<file path="src/rtl/interface_demux_pkg.sv">
// Shared definitions for the egress demux: descriptor layout, port count and FSM states.
package interface_demux_pkg;

  localparam int NPORT   = 4;
  localparam int DESC_W  = 16;
  localparam int LEN_W   = 11;
  localparam int ERR_BIT = 15;
  localparam int MAP_MSB = 14;
  localparam int MAP_LSB = 11;

  typedef enum logic [2:0] {
    ST_IDLE,
    ST_PTR_RD,
    ST_PTR_LAT,
    ST_WAIT_SPACE,
    ST_DATA,
    ST_DRAIN,
    ST_PTR_WR
  } state_t;

endpackage

</file>
<file path="src/rtl/interface_demux_if.sv">
// Bus bundle between the egress demux (master) and its shared/tx FIFOs (slave).
interface interface_demux_if
  import interface_demux_pkg::*;
#(
  parameter int CNT_W = 12
);
  logic              sfifo_rd;
  logic [7:0]        sfifo_dout;
  logic              sfifo_empty;
  logic              ptr_sfifo_rd;
  logic [DESC_W-1:0] ptr_sfifo_dout;
  logic              ptr_sfifo_empty;
  logic              tx_data_fifo_wr0, tx_data_fifo_wr1, tx_data_fifo_wr2, tx_data_fifo_wr3;
  logic [7:0]        tx_data_fifo_din;
  logic [CNT_W-1:0]  tx_data_fifo_cnt0, tx_data_fifo_cnt1, tx_data_fifo_cnt2, tx_data_fifo_cnt3;
  logic              tx_ptr_fifo_wr0, tx_ptr_fifo_wr1, tx_ptr_fifo_wr2, tx_ptr_fifo_wr3;
  logic [DESC_W-1:0] tx_ptr_fifo_din;
  logic              tx_ptr_fifo_full0, tx_ptr_fifo_full1, tx_ptr_fifo_full2, tx_ptr_fifo_full3;

  modport master (
    output sfifo_rd, ptr_sfifo_rd,
    input  sfifo_dout, sfifo_empty, ptr_sfifo_dout, ptr_sfifo_empty,
    output tx_data_fifo_wr0, tx_data_fifo_wr1, tx_data_fifo_wr2, tx_data_fifo_wr3, tx_data_fifo_din,
    input  tx_data_fifo_cnt0, tx_data_fifo_cnt1, tx_data_fifo_cnt2, tx_data_fifo_cnt3,
    output tx_ptr_fifo_wr0, tx_ptr_fifo_wr1, tx_ptr_fifo_wr2, tx_ptr_fifo_wr3, tx_ptr_fifo_din,
    input  tx_ptr_fifo_full0, tx_ptr_fifo_full1, tx_ptr_fifo_full2, tx_ptr_fifo_full3
  );

  modport slave (
    input  sfifo_rd, ptr_sfifo_rd,
    output sfifo_dout, sfifo_empty, ptr_sfifo_dout, ptr_sfifo_empty,
    input  tx_data_fifo_wr0, tx_data_fifo_wr1, tx_data_fifo_wr2, tx_data_fifo_wr3, tx_data_fifo_din,
    output tx_data_fifo_cnt0, tx_data_fifo_cnt1, tx_data_fifo_cnt2, tx_data_fifo_cnt3,
    input  tx_ptr_fifo_wr0, tx_ptr_fifo_wr1, tx_ptr_fifo_wr2, tx_ptr_fifo_wr3, tx_ptr_fifo_din,
    output tx_ptr_fifo_full0, tx_ptr_fifo_full1, tx_ptr_fifo_full2, tx_ptr_fifo_full3
  );

endinterface

</file>
<file path="src/rtl/interface_demux_tx_space_check.sv">
// Per-port admission check: an unmasked port is always ok; a masked one needs a free
// descriptor slot and room for the whole frame in its data FIFO (sum kept one bit wider).
module interface_demux_tx_space_check #(
  parameter int CNT_W      = 12,
  parameter int LEN_W      = 11,
  parameter int DATA_DEPTH = 4096
) (
  input  logic [CNT_W-1:0] cnt,
  input  logic             full,
  input  logic [LEN_W-1:0] len,
  input  logic             mask_bit,
  output logic             ok
);

  logic [CNT_W:0] need;

  assign need = {1'b0, cnt} + (CNT_W+1)'(len);
  assign ok   = !mask_bit || (!full && (need <= (CNT_W+1)'(DATA_DEPTH)));

endmodule

</file>
<file path="src/rtl/interface_demux.sv">
// Egress distributor: copies each shared-FIFO frame to all destination tx FIFOs once every one
// has room (never splits a frame). DEMUX_ERR_DROP_EN: frames flagged err are popped and discarded.
module interface_demux
  import interface_demux_pkg::*;
#(
  parameter int DATA_DEPTH = 4096,
  parameter int CNT_W      = 12,
  parameter int FRAME_MAX  = 1518
) (
  input logic               clk,
  input logic               rstn,
  interface_demux_if.master bus
);

`ifdef DEMUX_ERR_DROP_EN
  localparam bit ERR_DROP = 1'b1;
`else
  localparam bit ERR_DROP = 1'b0;
`endif

  state_t            state;
  logic [NPORT-1:0]  mask;
  logic [LEN_W-1:0]  len;
  logic [LEN_W-1:0]  remaining;
  logic              drop;
  logic              rd_q;
  logic              ptr_rd;
  logic [NPORT-1:0]  ptr_wr;
  logic [DESC_W-1:0] ptr_din;

  logic [LEN_W-1:0]  desc_len;
  logic [NPORT-1:0]  desc_map;
  logic              desc_err;
  logic              data_rd;
  logic [NPORT-1:0]  data_wr;
  logic [NPORT-1:0]  full;
  logic [CNT_W-1:0]  cnt [NPORT];
  logic [NPORT-1:0]  ok;

  assign desc_len = bus.ptr_sfifo_dout[LEN_W-1:0];
  assign desc_map = bus.ptr_sfifo_dout[MAP_MSB:MAP_LSB];
  assign desc_err = bus.ptr_sfifo_dout[ERR_BIT];

  assign full   = {bus.tx_ptr_fifo_full3, bus.tx_ptr_fifo_full2,
                   bus.tx_ptr_fifo_full1, bus.tx_ptr_fifo_full0};
  assign cnt[0] = bus.tx_data_fifo_cnt0;
  assign cnt[1] = bus.tx_data_fifo_cnt1;
  assign cnt[2] = bus.tx_data_fifo_cnt2;
  assign cnt[3] = bus.tx_data_fifo_cnt3;

  for (genvar i = 0; i < NPORT; i++) begin : g_space
    interface_demux_tx_space_check #(
      .CNT_W      (CNT_W),
      .LEN_W      (LEN_W),
      .DATA_DEPTH (DATA_DEPTH)
    ) u_space_check (
      .cnt      (cnt[i]),
      .full     (full[i]),
      .len      (len),
      .mask_bit (mask[i]),
      .ok       (ok[i])
    );
  end

  // The byte read strobe must see this cycle's empty flag, otherwise a registered strobe could pop past empty.
  assign data_rd = (state == ST_DATA) && (remaining != '0) && !bus.sfifo_empty;
  assign data_wr = {NPORT{rd_q & ~drop}} & mask;

  assign bus.sfifo_rd         = data_rd;
  assign bus.ptr_sfifo_rd     = ptr_rd;
  assign bus.tx_data_fifo_din = rd_q ? bus.sfifo_dout : '0;
  assign bus.tx_data_fifo_wr0 = data_wr[0];
  assign bus.tx_data_fifo_wr1 = data_wr[1];
  assign bus.tx_data_fifo_wr2 = data_wr[2];
  assign bus.tx_data_fifo_wr3 = data_wr[3];
  assign bus.tx_ptr_fifo_din  = ptr_din;
  assign bus.tx_ptr_fifo_wr0  = ptr_wr[0];
  assign bus.tx_ptr_fifo_wr1  = ptr_wr[1];
  assign bus.tx_ptr_fifo_wr2  = ptr_wr[2];
  assign bus.tx_ptr_fifo_wr3  = ptr_wr[3];

  always_ff @(posedge clk) begin
    if (rstn) begin
      state     <= ST_IDLE;
      mask      <= '0;
      len       <= '0;
      remaining <= '0;
      drop      <= 1'b0;
      rd_q      <= 1'b0;
      ptr_rd    <= 1'b0;
      ptr_wr    <= '0;
      ptr_din   <= '0;
    end else begin
      ptr_rd <= 1'b0;
      ptr_wr <= '0;
      rd_q   <= data_rd;
      case (state)
        ST_IDLE: begin
          if (!bus.ptr_sfifo_empty) begin
            ptr_rd <= 1'b1;
            state  <= ST_PTR_RD;
          end
        end
        ST_PTR_RD: state <= ST_PTR_LAT;
        ST_PTR_LAT: begin
          len       <= desc_len;
          remaining <= desc_len;
          ptr_din   <= {{(DESC_W-LEN_W){1'b0}}, desc_len};
          drop      <= (desc_map == '0) || (int'(desc_len) > FRAME_MAX) || (desc_err && ERR_DROP);
          if (desc_len == '0) begin
            mask  <= '0;
            state <= ST_PTR_WR;
          end else begin
            mask  <= desc_map;
            state <= ST_WAIT_SPACE;
          end
        end
        ST_WAIT_SPACE: begin
          if (drop || (&ok)) state <= ST_DATA;
        end
        ST_DATA: begin
          if (data_rd) begin
            remaining <= remaining - LEN_W'(1);
            if (remaining == LEN_W'(1)) state <= ST_DRAIN;
          end
        end
        ST_DRAIN: begin
          ptr_wr <= drop ? '0 : mask;
          state  <= ST_PTR_WR;
        end
        ST_PTR_WR: state <= ST_IDLE;
        default:   state <= ST_IDLE;
      endcase
    end
  end

endmodule

</file>
<file path="src/flat_wrapper.sv">
// flat-port wrapper written by rule: the top's interface ports become plain ports
module interface_demux_flat import interface_demux_pkg::*;
#(
  parameter int DATA_DEPTH = 4096,
  parameter int CNT_W      = 12,
  parameter int FRAME_MAX  = 1518
)
  (clk, rstn, bus_sfifo_rd, bus_ptr_sfifo_rd, bus_sfifo_dout, bus_sfifo_empty, bus_ptr_sfifo_dout, bus_ptr_sfifo_empty, bus_tx_data_fifo_wr0, bus_tx_data_fifo_wr1, bus_tx_data_fifo_wr2, bus_tx_data_fifo_wr3, bus_tx_data_fifo_din, bus_tx_data_fifo_cnt0, bus_tx_data_fifo_cnt1, bus_tx_data_fifo_cnt2, bus_tx_data_fifo_cnt3, bus_tx_ptr_fifo_wr0, bus_tx_ptr_fifo_wr1, bus_tx_ptr_fifo_wr2, bus_tx_ptr_fifo_wr3, bus_tx_ptr_fifo_din, bus_tx_ptr_fifo_full0, bus_tx_ptr_fifo_full1, bus_tx_ptr_fifo_full2, bus_tx_ptr_fifo_full3);
  interface_demux_if #(.CNT_W(CNT_W)) bus_i ();
  input logic clk;
  input logic rstn;
  output wire logic [$bits(bus_i.sfifo_rd)-1:0] bus_sfifo_rd;
  output wire logic [$bits(bus_i.ptr_sfifo_rd)-1:0] bus_ptr_sfifo_rd;
  input wire logic [$bits(bus_i.sfifo_dout)-1:0] bus_sfifo_dout;
  input wire logic [$bits(bus_i.sfifo_empty)-1:0] bus_sfifo_empty;
  input wire logic [$bits(bus_i.ptr_sfifo_dout)-1:0] bus_ptr_sfifo_dout;
  input wire logic [$bits(bus_i.ptr_sfifo_empty)-1:0] bus_ptr_sfifo_empty;
  output wire logic [$bits(bus_i.tx_data_fifo_wr0)-1:0] bus_tx_data_fifo_wr0;
  output wire logic [$bits(bus_i.tx_data_fifo_wr1)-1:0] bus_tx_data_fifo_wr1;
  output wire logic [$bits(bus_i.tx_data_fifo_wr2)-1:0] bus_tx_data_fifo_wr2;
  output wire logic [$bits(bus_i.tx_data_fifo_wr3)-1:0] bus_tx_data_fifo_wr3;
  output wire logic [$bits(bus_i.tx_data_fifo_din)-1:0] bus_tx_data_fifo_din;
  input wire logic [$bits(bus_i.tx_data_fifo_cnt0)-1:0] bus_tx_data_fifo_cnt0;
  input wire logic [$bits(bus_i.tx_data_fifo_cnt1)-1:0] bus_tx_data_fifo_cnt1;
  input wire logic [$bits(bus_i.tx_data_fifo_cnt2)-1:0] bus_tx_data_fifo_cnt2;
  input wire logic [$bits(bus_i.tx_data_fifo_cnt3)-1:0] bus_tx_data_fifo_cnt3;
  output wire logic [$bits(bus_i.tx_ptr_fifo_wr0)-1:0] bus_tx_ptr_fifo_wr0;
  output wire logic [$bits(bus_i.tx_ptr_fifo_wr1)-1:0] bus_tx_ptr_fifo_wr1;
  output wire logic [$bits(bus_i.tx_ptr_fifo_wr2)-1:0] bus_tx_ptr_fifo_wr2;
  output wire logic [$bits(bus_i.tx_ptr_fifo_wr3)-1:0] bus_tx_ptr_fifo_wr3;
  output wire logic [$bits(bus_i.tx_ptr_fifo_din)-1:0] bus_tx_ptr_fifo_din;
  input wire logic [$bits(bus_i.tx_ptr_fifo_full0)-1:0] bus_tx_ptr_fifo_full0;
  input wire logic [$bits(bus_i.tx_ptr_fifo_full1)-1:0] bus_tx_ptr_fifo_full1;
  input wire logic [$bits(bus_i.tx_ptr_fifo_full2)-1:0] bus_tx_ptr_fifo_full2;
  input wire logic [$bits(bus_i.tx_ptr_fifo_full3)-1:0] bus_tx_ptr_fifo_full3;
  assign bus_sfifo_rd = bus_i.sfifo_rd;
  assign bus_ptr_sfifo_rd = bus_i.ptr_sfifo_rd;
  assign bus_i.sfifo_dout = bus_sfifo_dout;
  assign bus_i.sfifo_empty = bus_sfifo_empty;
  assign bus_i.ptr_sfifo_dout = bus_ptr_sfifo_dout;
  assign bus_i.ptr_sfifo_empty = bus_ptr_sfifo_empty;
  assign bus_tx_data_fifo_wr0 = bus_i.tx_data_fifo_wr0;
  assign bus_tx_data_fifo_wr1 = bus_i.tx_data_fifo_wr1;
  assign bus_tx_data_fifo_wr2 = bus_i.tx_data_fifo_wr2;
  assign bus_tx_data_fifo_wr3 = bus_i.tx_data_fifo_wr3;
  assign bus_tx_data_fifo_din = bus_i.tx_data_fifo_din;
  assign bus_i.tx_data_fifo_cnt0 = bus_tx_data_fifo_cnt0;
  assign bus_i.tx_data_fifo_cnt1 = bus_tx_data_fifo_cnt1;
  assign bus_i.tx_data_fifo_cnt2 = bus_tx_data_fifo_cnt2;
  assign bus_i.tx_data_fifo_cnt3 = bus_tx_data_fifo_cnt3;
  assign bus_tx_ptr_fifo_wr0 = bus_i.tx_ptr_fifo_wr0;
  assign bus_tx_ptr_fifo_wr1 = bus_i.tx_ptr_fifo_wr1;
  assign bus_tx_ptr_fifo_wr2 = bus_i.tx_ptr_fifo_wr2;
  assign bus_tx_ptr_fifo_wr3 = bus_i.tx_ptr_fifo_wr3;
  assign bus_tx_ptr_fifo_din = bus_i.tx_ptr_fifo_din;
  assign bus_i.tx_ptr_fifo_full0 = bus_tx_ptr_fifo_full0;
  assign bus_i.tx_ptr_fifo_full1 = bus_tx_ptr_fifo_full1;
  assign bus_i.tx_ptr_fifo_full2 = bus_tx_ptr_fifo_full2;
  assign bus_i.tx_ptr_fifo_full3 = bus_tx_ptr_fifo_full3;
  interface_demux #(.DATA_DEPTH(DATA_DEPTH), .CNT_W(CNT_W), .FRAME_MAX(FRAME_MAX)) u_core (.clk(clk), .rstn(rstn), .bus(bus_i));
endmodule
</file>
<file path="config.mk">
export PLATFORM = sky130hd
export DESIGN_NAME = interface_demux_flat
export DESIGN_NICKNAME = d
export VERILOG_FILES = /design/src/rtl/interface_demux_pkg.sv /design/src/rtl/interface_demux_if.sv /design/src/rtl/interface_demux_tx_space_check.sv /design/src/rtl/interface_demux.sv /design/src/flat_wrapper.sv
export SDC_FILE = /design/constraint.sdc
export NUM_CORES = 1
export LEC_CHECK = 0
export BUFFER_PORTS_ARGS = -buffer_cell sky130_fd_sc_hd__buf_2
export CORE_MARGIN = 5
export CORE_UTILIZATION = 58
export DETAILED_ROUTE_END_ITERATION = 12
export PLACE_DENSITY = 0.95
export RECOVER_POWER = 100
export SETUP_SLACK_MARGIN = 0.1
export SLEW_MARGIN = 10
export SYNTH_ARGS = -nofsm -noshare
export SYNTH_HDL_FRONTEND = slang
export SYNTH_SLANG_ARGS = --single-unit
</file>
<file path="constraint.sdc">
create_clock -name clk -period 5.3 [get_ports clk]
set_input_delay 0.53 -clock clk [delete_from_list [all_inputs] [get_ports clk]]
set_output_delay 0.53 -clock clk [all_outputs]
set_load 0.03 [all_outputs]
</file>
==> impl_metrics.tcl <==
set metrics [dict create \
    grt_start_max_net_pins 35 \
    floorplan.die_area_mm2 0.00875 \
    power_density_mw_per_mm2 212 \
    critPathCaptureType "register" \
    clock_tree.htree_level_count 2 \
    dieWidth_um 93.6 \
    final.fill_count 623 \
    final-setup-viol-count 0 \
    worst_skew_pair.late_latency_ns 0.29 \
    crit-reg2reg-capture "u_core.state[1]$_SDFFE_PP0P_" \
    peakVddDrop_uv 208 \
    synth_flop_cell "sky130_fd_sc_hd__dfxtp_1" \
    avgRoutedWirePerCell_um 16.7 \
    numCtsBuffers 5 \
    timing.critical_path.cells "ha_1, fa_1, or3_1, a221oi_1, o2111ai_1, or4_1, nor4_1, o22a_1, a31oi_1, o21ai_0, a211oi_1" \
    power_leakage_nw 2.01 \
    hold_path_startpoint "bus_ptr_sfifo_empty" \
    synth_warnings 0 \
    syn_avg_cell_area_um2 7.50 \
    synth_cells 540 \
    dp.final_hpwl_mm 9.69 \
    die-height_um 93.6 \
    holdBufCountCts 0 \
    max_slew.worst_pin.slew_ns 0.971 \
    maxSlewHeadroom_pct 34.8 \
    synth_sequential_area_ratio_pct 17.8 \
    final_layout_size_suffix_gt1_share_pct 15.9 \
    worst_clock_skew_ns 0.00704 \
    netlist.area_leader.share_pct 17.8 \
    result_of_the_run "finished, final reports clean" \
    cts_root_buffer "sky130_fd_sc_hd__clkbuf_8" \
    synth_area_leaders "sky130_fd_sc_hd__dfxtp_1 (18%), sky130_fd_sc_hd__ha_1 (14%), sky130_fd_sc_hd__a21oi_1 (7.2%)" \
    ctsLongestPathBuffers 2 \
    route.detailed.vias_per_inst 6.32 \
    hold_viol 0 \
    crit_required_ns 5.44 \
    syn_to_final_growth_pct 13.6 \
    synth_enable_flop_cells 0 \
    critical_path.top_delay_family "simple AND/OR/NAND/NOR gates" \
    detailroute.via_count 4618 \
    synth_top_area_cell "sky130_fd_sc_hd__dfxtp_1" \
    cts_tree "built" \
    timing.critical_path.buf_inv 0 \
    whs_path_depth 2 \
    number_of_buffers_inserted_by_port_buffering 107 \
    hold_end "u_core.bus.ptr_sfifo_rd$_SDFF_PP0_" \
    grt_first_pass_wirelength_mm 19.0 \
    timing.final.max_slew_violations 0 \
    max-cap-violations 0 \
    grt_ovf 0 \
    mappedNetlistArea_mm2 0.00405 \
    yosysUniqueCellTypes 74 \
    ys_ff_latch 36 \
    asyncSetResetFlopFracSynth_pct 0 \
    hold_path_class "primary input to register" \
    initial_core_util_pct 59.6 \
    multi_input_comb_area_mm2 0.00309 \
    drt_drc_violations_left 0 \
    insertedDiodeCount 0 \
    num-nets-final 765 \
    vias_in_the_first_global_route 4188 \
    critical_path_arrival_ns 3.72 \
    layout_worst_path_cycle_share_pct 67.6 \
    path_class "register to register" \
    worst_setup_hold_path_clk_slew_ns 0.07 \
    drt_wl_total_mm 12.2 \
    seq_cell_area_um2 721 \
    first_pass_iters 6 \
    antenna_found_initial 0 \
    final_period_minus_worst_setup_slack_ns 3.58 \
    worst_reg2reg_setup_slack_ns 1.72 \
    tritoncts_num_sinks 36 \
    worst_path_max_stage_delay_ns 0.58 \
    fin_cells 731 \
    detailedRoute.firstIterationViolations 379 \
    critical-path-slowest-cell "sky130_fd_sc_hd__dfxtp_1" \
    worst_path_fanout_max 6 \
    post_cts_sizing_count 0 \
    std_cell_rows 30 \
    core_mm2 0.00679 \
    r2r.worst_path.cells 11 \
    max_freq_mhz 279 \
    place.gp.congestion 0.899 \
    setup_repair_bufs_after_cts 0 \
    worstReg2RegStart "u_core.len[0]$_SDFFE_PP0P_" \
    route.antenna.remaining_nets 0 \
    grt_setup_unrepaired "false" \
    fin_tns_setup_ns 0 \
    finalHoldWorstSlack_ns 0.443 \
    pin_count 114 \
    dpl.cell_count 724 \
    worst_setup_path_start_kind "register" \
    grt.total_usage_pct 26.7 \
]
-- registers in the layout, summed over array words and instances, names as in the netlist --
register / flops
u_core.bus.ptr_sfifo_rd: 1
u_core.state: 3
u_core.rd_q: 1
u_core.remaining: 11
u_core.ptr_wr: 4
u_core.len: 11
u_core.drop: 1
u_core.mask: 4
-- area by class of cell --
cell class | instances | share of cell area (%)
clock buffers | 6 | 1.58
inverters | 26 | 2.12
well taps | 96 | 2.61
repair buffers | 107 | 10.9
flip-flops and latches | 36 | 15.7
multi-input cells | 459 | 67.1
clock inverters | 1 | 0.109
-- layout by cell type (no fill, tap or decap), drive strengths merged, types with 7 or more instances in the layout --
cell	netlist	final
dfxtp	36	36
buf	10	78
nand3	24	24
clkbuf	12	35
and2	16	16
ha	46	46
nor3	18	18
inv	26	26
a21o	12	12
o21a	7	7
nand2	53	53
o21ai	29	29
nor4	7	7
a211oi	12	12
nor2	43	43
xor2	9	9
o211ai	10	10
a21oi	59	59
-- cell families after synthesis --
family,share of synthesized area (%)
flip-flops,17.8
AND/OR/NAND/NOR,23.7
AO/OA/AOI/OAI,30.7
other,0.0926
buffers and inverters,6.24
multiplexers,2.32
XOR/XNOR,3.03
adder cells (fa/ha/maj),16.2
-- worst reg2reg max path: stages, from the launching register on --
cell and delay (ns):
sky130_fd_sc_hd__dfxtp_1 0.58, sky130_fd_sc_hd__ha_1 0.30, sky130_fd_sc_hd__fa_1 0.44, sky130_fd_sc_hd__or3_1 0.37, sky130_fd_sc_hd__a221oi_1 0.24, sky130_fd_sc_hd__o2111ai_1 0.16
sky130_fd_sc_hd__or4_1 0.52, sky130_fd_sc_hd__nor4_1 0.22, sky130_fd_sc_hd__o22a_1 0.19, sky130_fd_sc_hd__a31oi_1 0.14, sky130_fd_sc_hd__o21ai_0 0.20, sky130_fd_sc_hd__a211oi_1 0.09
-- report_power, final --
part           internal (W)  switching, W
registers          0.000294     0.0000418
clock network     0.0000892     0.0000910
logic              0.000183      0.000277
total              0.000567      0.000409
-- worst max path at each step --
stage	startpoint	end	cells after the start
global route	u_core.len[0]$_SDFFE_PP0P_	u_core.state[1]$_SDFFE_PP0P_	11
finish	u_core.len[0]$_SDFFE_PP0P_	u_core.state[1]$_SDFFE_PP0P_	11
global placement	bus_tx_data_fifo_cnt1[0]	u_core.state[1]$_SDFFE_PP0P_	12
floorplan	u_core.len[1]$_SDFFE_PP0P_	u_core.state[1]$_SDFFE_PP0P_	10
detailed placement	bus_tx_data_fifo_cnt3[0]	u_core.state[1]$_SDFFE_PP0P_	12
CTS	u_core.len[0]$_SDFFE_PP0P_	u_core.state[1]$_SDFFE_PP0P_	11
-- through the flow --
step / util [%] / setup WS, ns / area (um2) / power, W
floorplan: - / 2.18 / 4070 / 0.000678
global placement: 67.2 / 1.84 / 4570 / 0.000771
detailed placement: 67.2 / 1.81 / 4570 / 0.000792
CTS: 68.3 / 1.83 / 4640 / 0.000970
global route: 67.7 / 1.59 / 4600 / 0.00104
finish: 67.7 / 1.72 / 4600 / 0.000976
-- routing by layer --
metal	GRT usage (%)	vias up	wire, um
met1	33.6	2116	4830
li1	-	2209	-
met3	4.99	45	1210
met4	7.58	0	380
met2	46.3	248	5810
met5	0	-	0
-- Yosys cell counts, drive strengths merged (5+ instances only) --
| library cell | n |
|---|---|
| a21oi | 59 |
| nand2 | 53 |
| ha | 46 |
| nor2 | 43 |
| dfxtp | 36 |
| o21ai | 29 |
| inv | 26 |
| nand3 | 24 |
| nor3 | 18 |
| and2 | 16 |
| a211oi | 12 |
| a21o | 12 |
| clkbuf | 12 |
| buf | 10 |
| o211ai | 10 |
| xor2 | 9 |
| nor4 | 7 |
| o21a | 7 |
| mux2i | 6 |
| nand2b | 6 |
| nand4 | 6 |
| a31oi | 5 |
| o21bai | 5 |
| xnor2 | 5 |
(Power assumes the default switching activity.)
